[src/rtl/mips_pkg.sv]
// Shared encodings for the MIPS EX stage: ALU control codes, ID aluop classes,
// R-type function fields and the bundle of per-instruction control bits.
package mips_pkg;

  typedef enum logic [2:0] {
    ALU_ADD = 3'b000,
    ALU_SUB = 3'b001,
    ALU_AND = 3'b010,
    ALU_OR  = 3'b011,
    ALU_SLT = 3'b100,
    ALU_BAD = 3'b111
  } alu_cntr_e;

  typedef enum logic [1:0] {
    ALUOP_ADD   = 2'b00,
    ALUOP_SUB   = 2'b01,
    ALUOP_RTYPE = 2'b10,
    ALUOP_OR    = 2'b11
  } aluop_e;

  localparam logic [5:0] FUNCT_ADD = 6'b100000;
  localparam logic [5:0] FUNCT_SUB = 6'b100010;
  localparam logic [5:0] FUNCT_AND = 6'b100100;
  localparam logic [5:0] FUNCT_OR  = 6'b100101;
  localparam logic [5:0] FUNCT_SLT = 6'b101010;

  typedef struct packed {
    logic regwrite;
    logic memread;
    logic memwrite;
    logic memtoreg;
    logic branch;
  } ctrl_t;

endpackage

[src/rtl/alu_ctrl_decode.sv]
// Translates the ID aluop class and R-type funct into the 3-bit ALU control.
// Unknown R-type functions map to ALU_BAD so the ALU yields all ones.
module alu_ctrl_decode
  import mips_pkg::*;
(
  input  logic [1:0] aluop,
  input  logic [5:0] funct,
  output logic [2:0] cntr
);

  always_comb begin
    cntr = ALU_BAD;
    case (aluop)
      ALUOP_ADD: cntr = ALU_ADD;
      ALUOP_SUB: cntr = ALU_SUB;
      ALUOP_OR:  cntr = ALU_OR;
      default: begin
        case (funct)
          FUNCT_ADD: cntr = ALU_ADD;
          FUNCT_SUB: cntr = ALU_SUB;
          FUNCT_AND: cntr = ALU_AND;
          FUNCT_OR:  cntr = ALU_OR;
          FUNCT_SLT: cntr = ALU_SLT;
          default:   cntr = ALU_BAD;
        endcase
      end
    endcase
  end

endmodule

[src/rtl/ex_operand_stage.sv]
// ID/EX pipeline register with EX-side forwarding muxes and load-use hazard
// detection; drives the ALU operands and control directly.
module ex_operand_stage
  import mips_pkg::*;
#(
  parameter int DW = 32,
  parameter int RW = 5
) (
  input  logic          clk,
  input  logic          rst_n,
  input  logic          id_valid,
  input  logic [RW-1:0] id_rs,
  input  logic [RW-1:0] id_rt,
  input  logic [RW-1:0] id_rd,
  input  logic [DW-1:0] id_rs_data,
  input  logic [DW-1:0] id_rt_data,
  input  logic [DW-1:0] id_imm,
  input  logic [1:0]    id_aluop,
  input  logic [5:0]    id_funct,
  input  logic          id_alusrc,
  input  logic          id_uses_rt,
  input  logic          id_regwrite,
  input  logic          id_memread,
  input  logic          id_memwrite,
  input  logic          id_memtoreg,
  input  logic          id_branch,
  input  logic          stall,
  input  logic          flush,
  input  logic          exmem_regwrite,
  input  logic [RW-1:0] exmem_rd,
  input  logic [DW-1:0] exmem_result,
  input  logic          memwb_regwrite,
  input  logic [RW-1:0] memwb_rd,
  input  logic [DW-1:0] memwb_result,
  output logic [DW-1:0] alu_i0,
  output logic [DW-1:0] alu_i1,
  output logic [2:0]    alu_cntr,
  output logic          ex_valid,
  output logic [RW-1:0] ex_rd,
  output logic [DW-1:0] ex_store_data,
  output logic          ex_regwrite,
  output logic          ex_memread,
  output logic          ex_memwrite,
  output logic          ex_memtoreg,
  output logic          ex_branch,
  output logic          load_use_hz
);

  logic [2:0]    id_cntr;
  ctrl_t         id_ctrl;

  logic          vld_p0;
  ctrl_t         ctrl_p0;
  logic [RW-1:0] rs_p0;
  logic [RW-1:0] rt_p0;
  logic [RW-1:0] rd_p0;
  logic [DW-1:0] rs_data_p0;
  logic [DW-1:0] rt_data_p0;
  logic [DW-1:0] imm_p0;
  logic [2:0]    cntr_p0;
  logic          alusrc_p0;

  logic [DW-1:0] rs_fwd;
  logic [DW-1:0] rt_fwd;

  alu_ctrl_decode u_alu_ctrl_decode (
    .aluop (id_aluop),
    .funct (id_funct),
    .cntr  (id_cntr)
  );

  assign id_ctrl = '{regwrite: id_regwrite, memread: id_memread, memwrite: id_memwrite,
                     memtoreg: id_memtoreg, branch: id_branch};

  // Raw hazard against the load now in EX; upstream stall/flush do not mask it.
  assign load_use_hz = vld_p0 & ctrl_p0.memread & (rd_p0 != '0) & id_valid &
                       ((rd_p0 == id_rs) | (id_uses_rt & (rd_p0 == id_rt)));

  // ---- ID -> EX boundary: flush > stall > hazard bubble > load ----
  always_ff @(posedge clk or negedge rst_n) begin
    if (!rst_n) begin
      vld_p0     <= 1'b0;
      ctrl_p0    <= '0;
      rs_p0      <= '0;
      rt_p0      <= '0;
      rd_p0      <= '0;
      rs_data_p0 <= '0;
      rt_data_p0 <= '0;
      imm_p0     <= '0;
      cntr_p0    <= '0;
      alusrc_p0  <= 1'b0;
    end else if (flush || (!stall && load_use_hz)) begin
      vld_p0     <= 1'b0;
      ctrl_p0    <= '0;
      rs_p0      <= '0;
      rt_p0      <= '0;
      rd_p0      <= '0;
      rs_data_p0 <= '0;
      rt_data_p0 <= '0;
      imm_p0     <= '0;
      cntr_p0    <= '0;
      alusrc_p0  <= 1'b0;
    end else if (!stall) begin
      vld_p0     <= id_valid;
      ctrl_p0    <= id_ctrl;
      rs_p0      <= id_rs;
      rt_p0      <= id_rt;
      rd_p0      <= id_rd;
      rs_data_p0 <= id_rs_data;
      rt_data_p0 <= id_rt_data;
      imm_p0     <= id_imm;
      cntr_p0    <= id_cntr;
      alusrc_p0  <= id_alusrc;
    end
  end

  // Youngest producer (EX/MEM) wins; $0 is hard-wired and never forwarded.
  always_comb begin
    rs_fwd = rs_data_p0;
    if (exmem_regwrite && (exmem_rd == rs_p0) && (rs_p0 != '0))
      rs_fwd = exmem_result;
    else if (memwb_regwrite && (memwb_rd == rs_p0) && (rs_p0 != '0))
      rs_fwd = memwb_result;

    rt_fwd = rt_data_p0;
    if (exmem_regwrite && (exmem_rd == rt_p0) && (rt_p0 != '0))
      rt_fwd = exmem_result;
    else if (memwb_regwrite && (memwb_rd == rt_p0) && (rt_p0 != '0))
      rt_fwd = memwb_result;
  end

  assign alu_i0        = rs_fwd;
  assign alu_i1        = alusrc_p0 ? imm_p0 : rt_fwd;
  assign ex_store_data = rt_fwd;
  assign alu_cntr      = cntr_p0;
  assign ex_valid      = vld_p0;
  assign ex_rd         = rd_p0;

  assign ex_regwrite = vld_p0 & ctrl_p0.regwrite;
  assign ex_memread  = vld_p0 & ctrl_p0.memread;
  assign ex_memwrite = vld_p0 & ctrl_p0.memwrite;
  assign ex_memtoreg = vld_p0 & ctrl_p0.memtoreg;
  assign ex_branch   = vld_p0 & ctrl_p0.branch;

endmodule
[config.mk]
export PLATFORM = sky130hd
export DESIGN_NAME = ex_operand_stage
export DESIGN_NICKNAME = d
export VERILOG_FILES = /design/src/rtl/mips_pkg.sv /design/src/rtl/alu_ctrl_decode.sv /design/src/rtl/ex_operand_stage.sv
export SDC_FILE = /design/constraint.sdc
export NUM_CORES = 1
export LEC_CHECK = 0
export BUFFER_PORTS_ARGS = -buffer_cell sky130_fd_sc_hd__buf_2
export CAP_MARGIN = 10
export CORE_AREA = 2 2 123 125
export CTS_CLUSTER_SIZE = 8
export DETAILED_ROUTE_END_ITERATION = 16
export DIE_AREA = 0 0 125 127
export GPL_TIMING_DRIVEN = 1
export PLACE_DENSITY_LB_ADDON = 0.3
export SETUP_SLACK_MARGIN = 0.02
export SYNTH_ARGS = -nofsm -noshare
export SYNTH_HDL_FRONTEND = slang
export SYNTH_SLANG_ARGS = --single-unit
[constraint.sdc]
create_clock -name clk -period 6.7 [get_ports clk]
set_input_delay 1.005 -clock clk [delete_from_list [all_inputs] [get_ports clk]]
set_output_delay 1.005 -clock clk [all_outputs]
set_load 0.01 [all_outputs]
==> out/qor.csv, run 1 <==
stage;metric;value;unit
status;outcome;completed;
synthesis;yosysMostFrequentCell;dfrtp_1;
critical_path;cp_top_family;simple AND/OR/NAND/NOR gates;
sta;hold_viol;0;
critical_path;crit_chain;or4_4, o211ai_4, or2_1, buf_4, a31oi_1, mux2_2, buf_2;
floorplanning;die_w;125;um
global_route;antenna_found_initial;2;
clock_network;cts_buffers;17;
critical_path;cp-startpoint;rt_p0[1]$_DFFE_PN0P_;
clock_network;cts_setup_buffers;0;
sta;period_share;71.16;%
clock_network;cts_hold_buf;0;
job;maxCapViolations;0;
critical_path;critPathSlowestCell;o211ai_4;
critical_path;cp.depth;7;
sta;max_freq;209.7;MHz
synthesis;synth_edf_count;0;
critical_path;r2r_start;ex_rd[4]$_DFFE_PN0P_;
sta;rsz0062_at_grt;false;
synthesis;yosys.area_share.xor_xnor;3.759;%
synthesis;synthAdderAreaFrac;0;%
critical_path;max_stage_delay;0.81;ns
synthesis;muxShareOfSynthArea;9.882;%
floorplanning;rows;44;
sta;worst_pin_slew;1.201;ns
layout;final_core_util;63.88;%
synthesis;synthesis.area;6989;um2
global_route;overflow;0;
critical_path;rr_worst_depth;5;
clock_network;htree_levels;4;
floorplanning;die-area;15880;um2
synthesis;synth-compound-area-share;26.24;%
clock_network;root_buffer;clkbuf_16;
clock_network;clk_pin_slew_worst_paths;0.05;ns
synthesis;synth_ff_type;dfrtp_1;
critical_path;arrival;3.76;ns
floorplanning;core_area;14420;um2
global_route;grt_pass1_wl;38830;um
clock_network;cts_sinks;121;
placement;dpl.hpwl;17120;um
synthesis;synthTopCellsByCount;121 x dfrtp_1, 104 x a32o_1, 62 x clkbuf_1, 57 x nand2_1, 37 x nand4_1;
critical_path;path_max_fanout;33;
drt;ant_nets;0;
critical_path;end_kind;output pin;
worst_hold_path;hold_path_class;register to register;
sta;report.final.slew_viol_count;0;
synthesis;synthArstFlopShare;100.0;%
global_route;grt_start_max_net_pins;101;
synthesis;synth_nets;895;
sta;setup_viol;0;
power_and_ir_drop;ir_worst_vdd;0.1961;mV
drt;via_per_inst;6.378;
floorplanning;die_height;127;um
layout;layout-drive-gt1-share;41.88;%
drt;avgRoutedWirePerCell;21.69;um
synthesis;postSynthCellCount;688;
critical_path;worstSetupPathType;register to output pin;
placement;place_congestion;0.8726;
power_and_ir_drop;p_total;2.078;mW
synthesis;synth_top_family_by_area;compound AO/OA/AOI/OAI gates;
layout;finalNetCount;1162;
critical_path;crit_buf_inv;2;
synthesis;ys_warn_count;0;
critical_path;start_kind;register;
drt;drt_iter0_drc;591;
floorplanning;io_pins;318;
sta;clock_skew;0.006105;ns
clock_network;cts_resized;0;
clock_network;clk_latency;0.41;ns
sta;holdWs;0.4814;ns
sta;slew_headroom;19.34;%
clock_network;cts_buffer_depth;2;
synthesis;ys_top_cells_by_area;dfrtp_1 43%, a32o_1 15%, mux2_2 5.2%, mux2i_1 4.7%, o31ai_1 3.4%;
clock_network;tritoncts;built;
critical_path;critPathCapture;alu_i1[26];
synthesis;ys_types;37;
floorplanning;start_util;48.46;%
synthesis;postSynthAreaPerCell;10.16;um2
sta;period_needed;4.768;ns
critical_path;r2r_end;imm_p0[11]$_DFFE_PN0P_;
power_and_ir_drop;power_density;225.6;nW/um2
global_route;grt_pass1_vias;7236;
global_route;track_usage;30.83;%
layout;area_growth;31.83;%
drt;vias;7354;
drt;first_pass_iters;5;
synthesis;yosys.area_share.simple;11.15;%
power_and_ir_drop;power_leakage;4.204;nW
synthesis;synth_area_leader_cell;dfrtp_1;
sta;setup_tns;0;ns
drt;drcViolationCount;0;
synthesis;yosysSeqAreaShare;43.32;%
synthesis;ys_ff_latch;121;
synthesis;yosysTopAreaCellShare;43.32;%
placement;portBuffers;317;
drt;wl;25010;um
critical_path;required;5.69;ns
critical_path;worst-r2r-setup-slack;3.98;ns
==> where the power goes <==
group          leakage, nW  total, mW  internal (mW)  switching [mW]
Combinational         2.31      0.385          0.165           0.220
Sequential            1.61      0.807          0.773          0.0344
Clock                0.285      0.887          0.570           0.317
==> worst register-to-register path: cells and delay by family, from the launching register on <==
kind / cells / cell delay [ns]
AO/OA/AOI/OAI: 2 / 0.51
buffers and inverters: 2 / 1.11
flip-flops: 1 / 0.45
AND/OR/NAND/NOR: 1 / 0.58
==> flip-flops by register name, summed over array words and instances (netlist names) <==
signal      flops
rs_data_p0     32
alu_cntr        3
rt_p0           5
alusrc_p0       1
rs_p0           5
imm_p0         32
ctrl_p0         5
ex_valid        1
rt_data_p0     32
ex_rd           5
==> kinds of logic after synthesis <==
group,after synthesis
compound gates,224
simple gates,151
flops,121
buf+inv,97
mux,65
xor+xnor,30
==> how the worst min path moves through the flow <==
stage / start / end / slack (ns) / depth (start not counted)
2_1_floorplan: ctrl_p0[4]$_DFFE_PN0P_ / ctrl_p0[4]$_DFFE_PN0P_ / 0.46 / 1
3_3_place_gp: ctrl_p0[3]$_DFFE_PN0P_ / ctrl_p0[3]$_DFFE_PN0P_ / 0.47 / 1
3_5_place_dp: ctrl_p0[4]$_DFFE_PN0P_ / ctrl_p0[4]$_DFFE_PN0P_ / 0.47 / 1
4_1_cts: ctrl_p0[4]$_DFFE_PN0P_ / ctrl_p0[4]$_DFFE_PN0P_ / 0.48 / 1
5_1_grt: imm_p0[22]$_DFFE_PN0P_ / imm_p0[22]$_DFFE_PN0P_ / 0.50 / 1
6_report: ctrl_p0[4]$_DFFE_PN0P_ / ctrl_p0[4]$_DFFE_PN0P_ / 0.48 / 1
==> metal layers <==
layer  share of wire, %  global-route usage, %
met5              0.064                      0
met4                3.0                  13.14
met3                8.4                  7.161
met2                 50                  52.17
met1                 38                  38.10
==> through the flow <==
step	instance area (um2)	setup WS [ns]	std cells
after global placement	8637	2.419	1120
final	9214	1.932	1153
after floorplan	6989	3.241	688
after detailed placement	8637	2.409	1120
after global routing	9211	1.810	1152
after CTS	9209	1.955	1151
==> cells in the final DEF (no fill, tap or decap), types with 33 or more instances in the layout <==
cell type | Yosys | final
dfrtp_1 | 121 | 120
mux2i_1 | 33 | 33
buf_2 | 15 | 316
a32o_1 | 104 | 104
o21ai_0 | 33 | 33
nand2_1 | 57 | 57
nor3_1 | 33 | 33
nand4_1 | 37 | 37
==> final cells by class <==
type | instances | area, um2
antenna | 2 | 5.005
sequential | 121 | 3029
clock buffer | 22 | 474.2
clock inverter | 9 | 97.59
multi-input combinational | 470 | 3627
fill | 1237 | 5210
tap | 184 | 230.2
inverter | 13 | 48.80
timing repair buffer | 332 | 1702
No activity file was read; power rests on OpenSTA's default activity.
==> inputs of run 2 (changes only) <==
--- a/config.mk
+++ b/config.mk
@@ -7,10 +7,10 @@
 export LEC_CHECK = 0
 export BUFFER_PORTS_ARGS = -buffer_cell sky130_fd_sc_hd__buf_2
 export CAP_MARGIN = 10
-export CORE_AREA = 2 2 123 125
+export CORE_MARGIN = 2
+export CORE_UTILIZATION = 48
 export CTS_CLUSTER_SIZE = 8
 export DETAILED_ROUTE_END_ITERATION = 16
-export DIE_AREA = 0 0 125 127
 export GPL_TIMING_DRIVEN = 1
 export PLACE_DENSITY_LB_ADDON = 0.3
 export SETUP_SLACK_MARGIN = 0.02
==> constraint.sdc (replaced) <==
create_clock -name clk -period 4.4 [get_ports clk]
set_input_delay 0.66 -clock clk [delete_from_list [all_inputs] [get_ports clk]]
set_output_delay 0.66 -clock clk [all_outputs]
set_load 0.01 [all_outputs]
==> out/qor.csv, run 2 (synthesis results as in run 1) <==
stage;metric;value;unit;change
status;outcome;completed;;unchanged
sta;clock_skew;0.008986;ns;was 0.006105 ns
clock_network;htree_levels;4;;unchanged
sta;max_freq;266.0;MHz;
worst_hold_path;hold_path_class;primary input to async pin;;was register to register
layout;finalNetCount;1169;;was 1162
global_route;grt_start_max_net_pins;105;;was 101
sta;setup_viol;0;;unchanged
clock_network;cts_setup_buffers;0;;unchanged
critical_path;cp_top_family;simple AND/OR/NAND/NOR gates;;unchanged
clock_network;cts_resized;0;;unchanged
sta;period_share;85.45;%;
critical_path;arrival;3.10;ns;was 3.76 ns
sta;worst_pin_slew;1.174;ns;was 1.201 ns
critical_path;end_kind;output pin;;unchanged
layout;area_growth;33.69;%;was 31.83%
placement;dp.cells;1127;;was 1120
power_and_ir_drop;power_density;355.7;nW/um2;was 225.6 nW/um2
placement;portBuffers;317;;unchanged
critical_path;max_stage_delay;0.60;ns;was 0.81 ns
clock_network;cts_buffers;17;;unchanged
drt;first_pass_iters;8;;was 5
layout;reg_top3;imm_p0 x32, rs_data_p0 x32, rt_data_p0 x32;;unchanged
layout;final_core_util;65.03;%;was 63.88%
drt;wl;25050;um;was 25010 um
layout;mostFrequentLayoutCells;316 x buf_2, 121 x dfrtp_1, 104 x a32o_1;;was 316 x buf_2, 120 x dfrtp_1, 104 x a32o_1
placement;dpl.hpwl;17010;um;was 17120 um
drt;vias;7356;;was 7354
sta;rsz0062_at_grt;false;;unchanged
sta;hold_viol;0;;unchanged
global_route;grt_pass1_wl;39270;um;was 38830 um
drt;avgRoutedWirePerCell;21.55;um;was 21.69 um
sta;report.final.slew_viol_count;0;;unchanged
global_route;track_usage;31.69;%;was 30.83%
drt;drt_iter0_drc;625;;was 591
floorplanning;rows;44;;unchanged
floorplanning;die_w;124.7;um;was 125 um
floorplanning;die-area;15540;um2;was 15880 um2
sta;period_needed;3.760;ns;
power_and_ir_drop;p_total;3.324;mW;was 2.078 mW
sta;slew_headroom;21.76;%;was 19.34%
critical_path;crit_buf_inv;2;;unchanged
clock_network;root_buffer;clkbuf_16;;unchanged
global_route;grt_pass1_vias;7247;;was 7236
power_and_ir_drop;ir_worst_vdd;0.3730;mV;was 0.1961 mV
floorplanning;die_height;124.7;um;was 127 um
layout;mostFrequentLayoutCell;buf_2;;unchanged
drt;drcViolationCount;0;;unchanged
critical_path;worstSetupPathType;register to output pin;;unchanged
drt;via_per_inst;6.330;;was 6.378
clock_network;cts_hold_buf;0;;unchanged
critical_path;required;3.74;ns;was 5.69 ns
layout;fin_cells;1162;;was 1153
critical_path;crit_chain;or4_4, o211ai_4, or2_1, buf_4, a31oi_1, mux2_2, buf_2;;unchanged
clock_network;cts_sinks;121;;unchanged
clock_network;tritoncts;built;;unchanged
global_route;antenna_found_initial;5;;was 2
job;maxCapViolations;0;;unchanged
sta;setup_tns;0;ns;unchanged
critical_path;critPathSlowestCell;or4_4;;was o211ai_4
critical_path;start_kind;register;;unchanged
clock_network;clk_latency;0.41;ns;about the same
clock_network;cts_buffer_depth;2;;unchanged
layout;fillCellCount;1149;;was 1237
clock_network;clk_pin_slew_worst_paths;0.06;ns;was 0.05 ns
global_route;overflow;0;;unchanged
drt;ant_nets;0;;unchanged
layout;multi_input_area;3627;um2;unchanged
layout;layout-drive-gt1-share;42.46;%;was 41.88%
floorplanning;core_area;14370;um2;was 14420 um2
power_and_ir_drop;power_leakage;4.252;nW;was 4.204 nW
placement;place_congestion;0.8864;;was 0.8726
layout;regArea;3028;um2;was 3029 um2
floorplanning;io_pins;318;;unchanged
critical_path;path_max_fanout;19;;was 33
floorplanning;start_util;48.64;%;was 48.46%
-- run 2: cell count changes in the layout (fill, tap and decap cells not counted), sizes merged, moves of 2 or more --
cell      previous run  this run
inv                 13        15
buf                332       339
clkbuf              22        18
bufinv               2         4
clkinv               6         2
clkinvlp             1         6
-- run 2: worst paths after layout --
kind / endpoint / depth (start not counted) / slack, ns / from
setup / recovery: alu_i1[14] / 7 / 0.64 / rt_p0[1]$_DFFE_PN0P_
hold / removal: imm_p0[7]$_DFFE_PN0P_ / 1 / 0.25 / rst_n
setup reg to reg: imm_p0[27]$_DFFE_PN0P_ / 4 / 1.77 / ex_rd[3]$_DFFE_PN0P_
hold reg to reg: ctrl_p0[4]$_DFFE_PN0P_ / 1 / 0.48 / ctrl_p0[4]$_DFFE_PN0P_
max in group asynchronous: imm_p0[27]$_DFFE_PN0P_ / 2 / 3.14 / rst_n
min in group clk: ctrl_p0[4]$_DFFE_PN0P_ / 1 / 0.48 / ctrl_p0[4]$_DFFE_PN0P_
-- run 2: through the flow --
step	worst slack, ns	hold slack [ns]	instance area, um2
4_1_cts	0.6397	0.2551	9336
5_1_grt	0.5200	0.2771	9341
3_3_place_gp	1.138	0.4700	8701
2_1_floorplan	1.631	0.3644	6989
6_report	0.6404	0.2470	9344
3_5_place_dp	1.092	0.4742	8701
-- run 2: worst reg2reg max path, delay by kind of cell (launching register included) --
kind,cells,cell delay [ns]
AO/OA/AOI/OAI,2,0.64
buffers and inverters,1,0.87
AND/OR/NAND/NOR,1,0.60
flip-flops,1,0.45
-- run 2: per-layer routing --
layer | track usage, % | up-vias | share of wire [%]
met3 | 8.076 | 57 | 8.3
met4 | 11.96 | 4 | 2.6
li1 | - | 3284 | -
met5 | 0 | - | 0.11
met1 | 40.25 | 3584 | 40
met2 | 52.23 | 427 | 49
-- run 2: area by class of cell --
cell class | count | share of cell area (%)
Clock buffer | 18 | 4.700
Antenna cell | 3 | 0.08034
Clock inverter | 14 | 2.102
Inverter | 13 | 0.5222
Tap cell | 184 | 2.464
Timing Repair Buffer | 339 | 18.91
Sequential cell | 121 | 32.40
Multi-Input combinational cell | 470 | 38.82
-- run 2: report_power, final --
part           leakage [nW]  total [mW]  internal, mW  switching [mW]
Sequential             1.61        1.22          1.18          0.0456
Clock                 0.291        1.50         0.965           0.537
Combinational          2.35       0.600         0.255           0.345
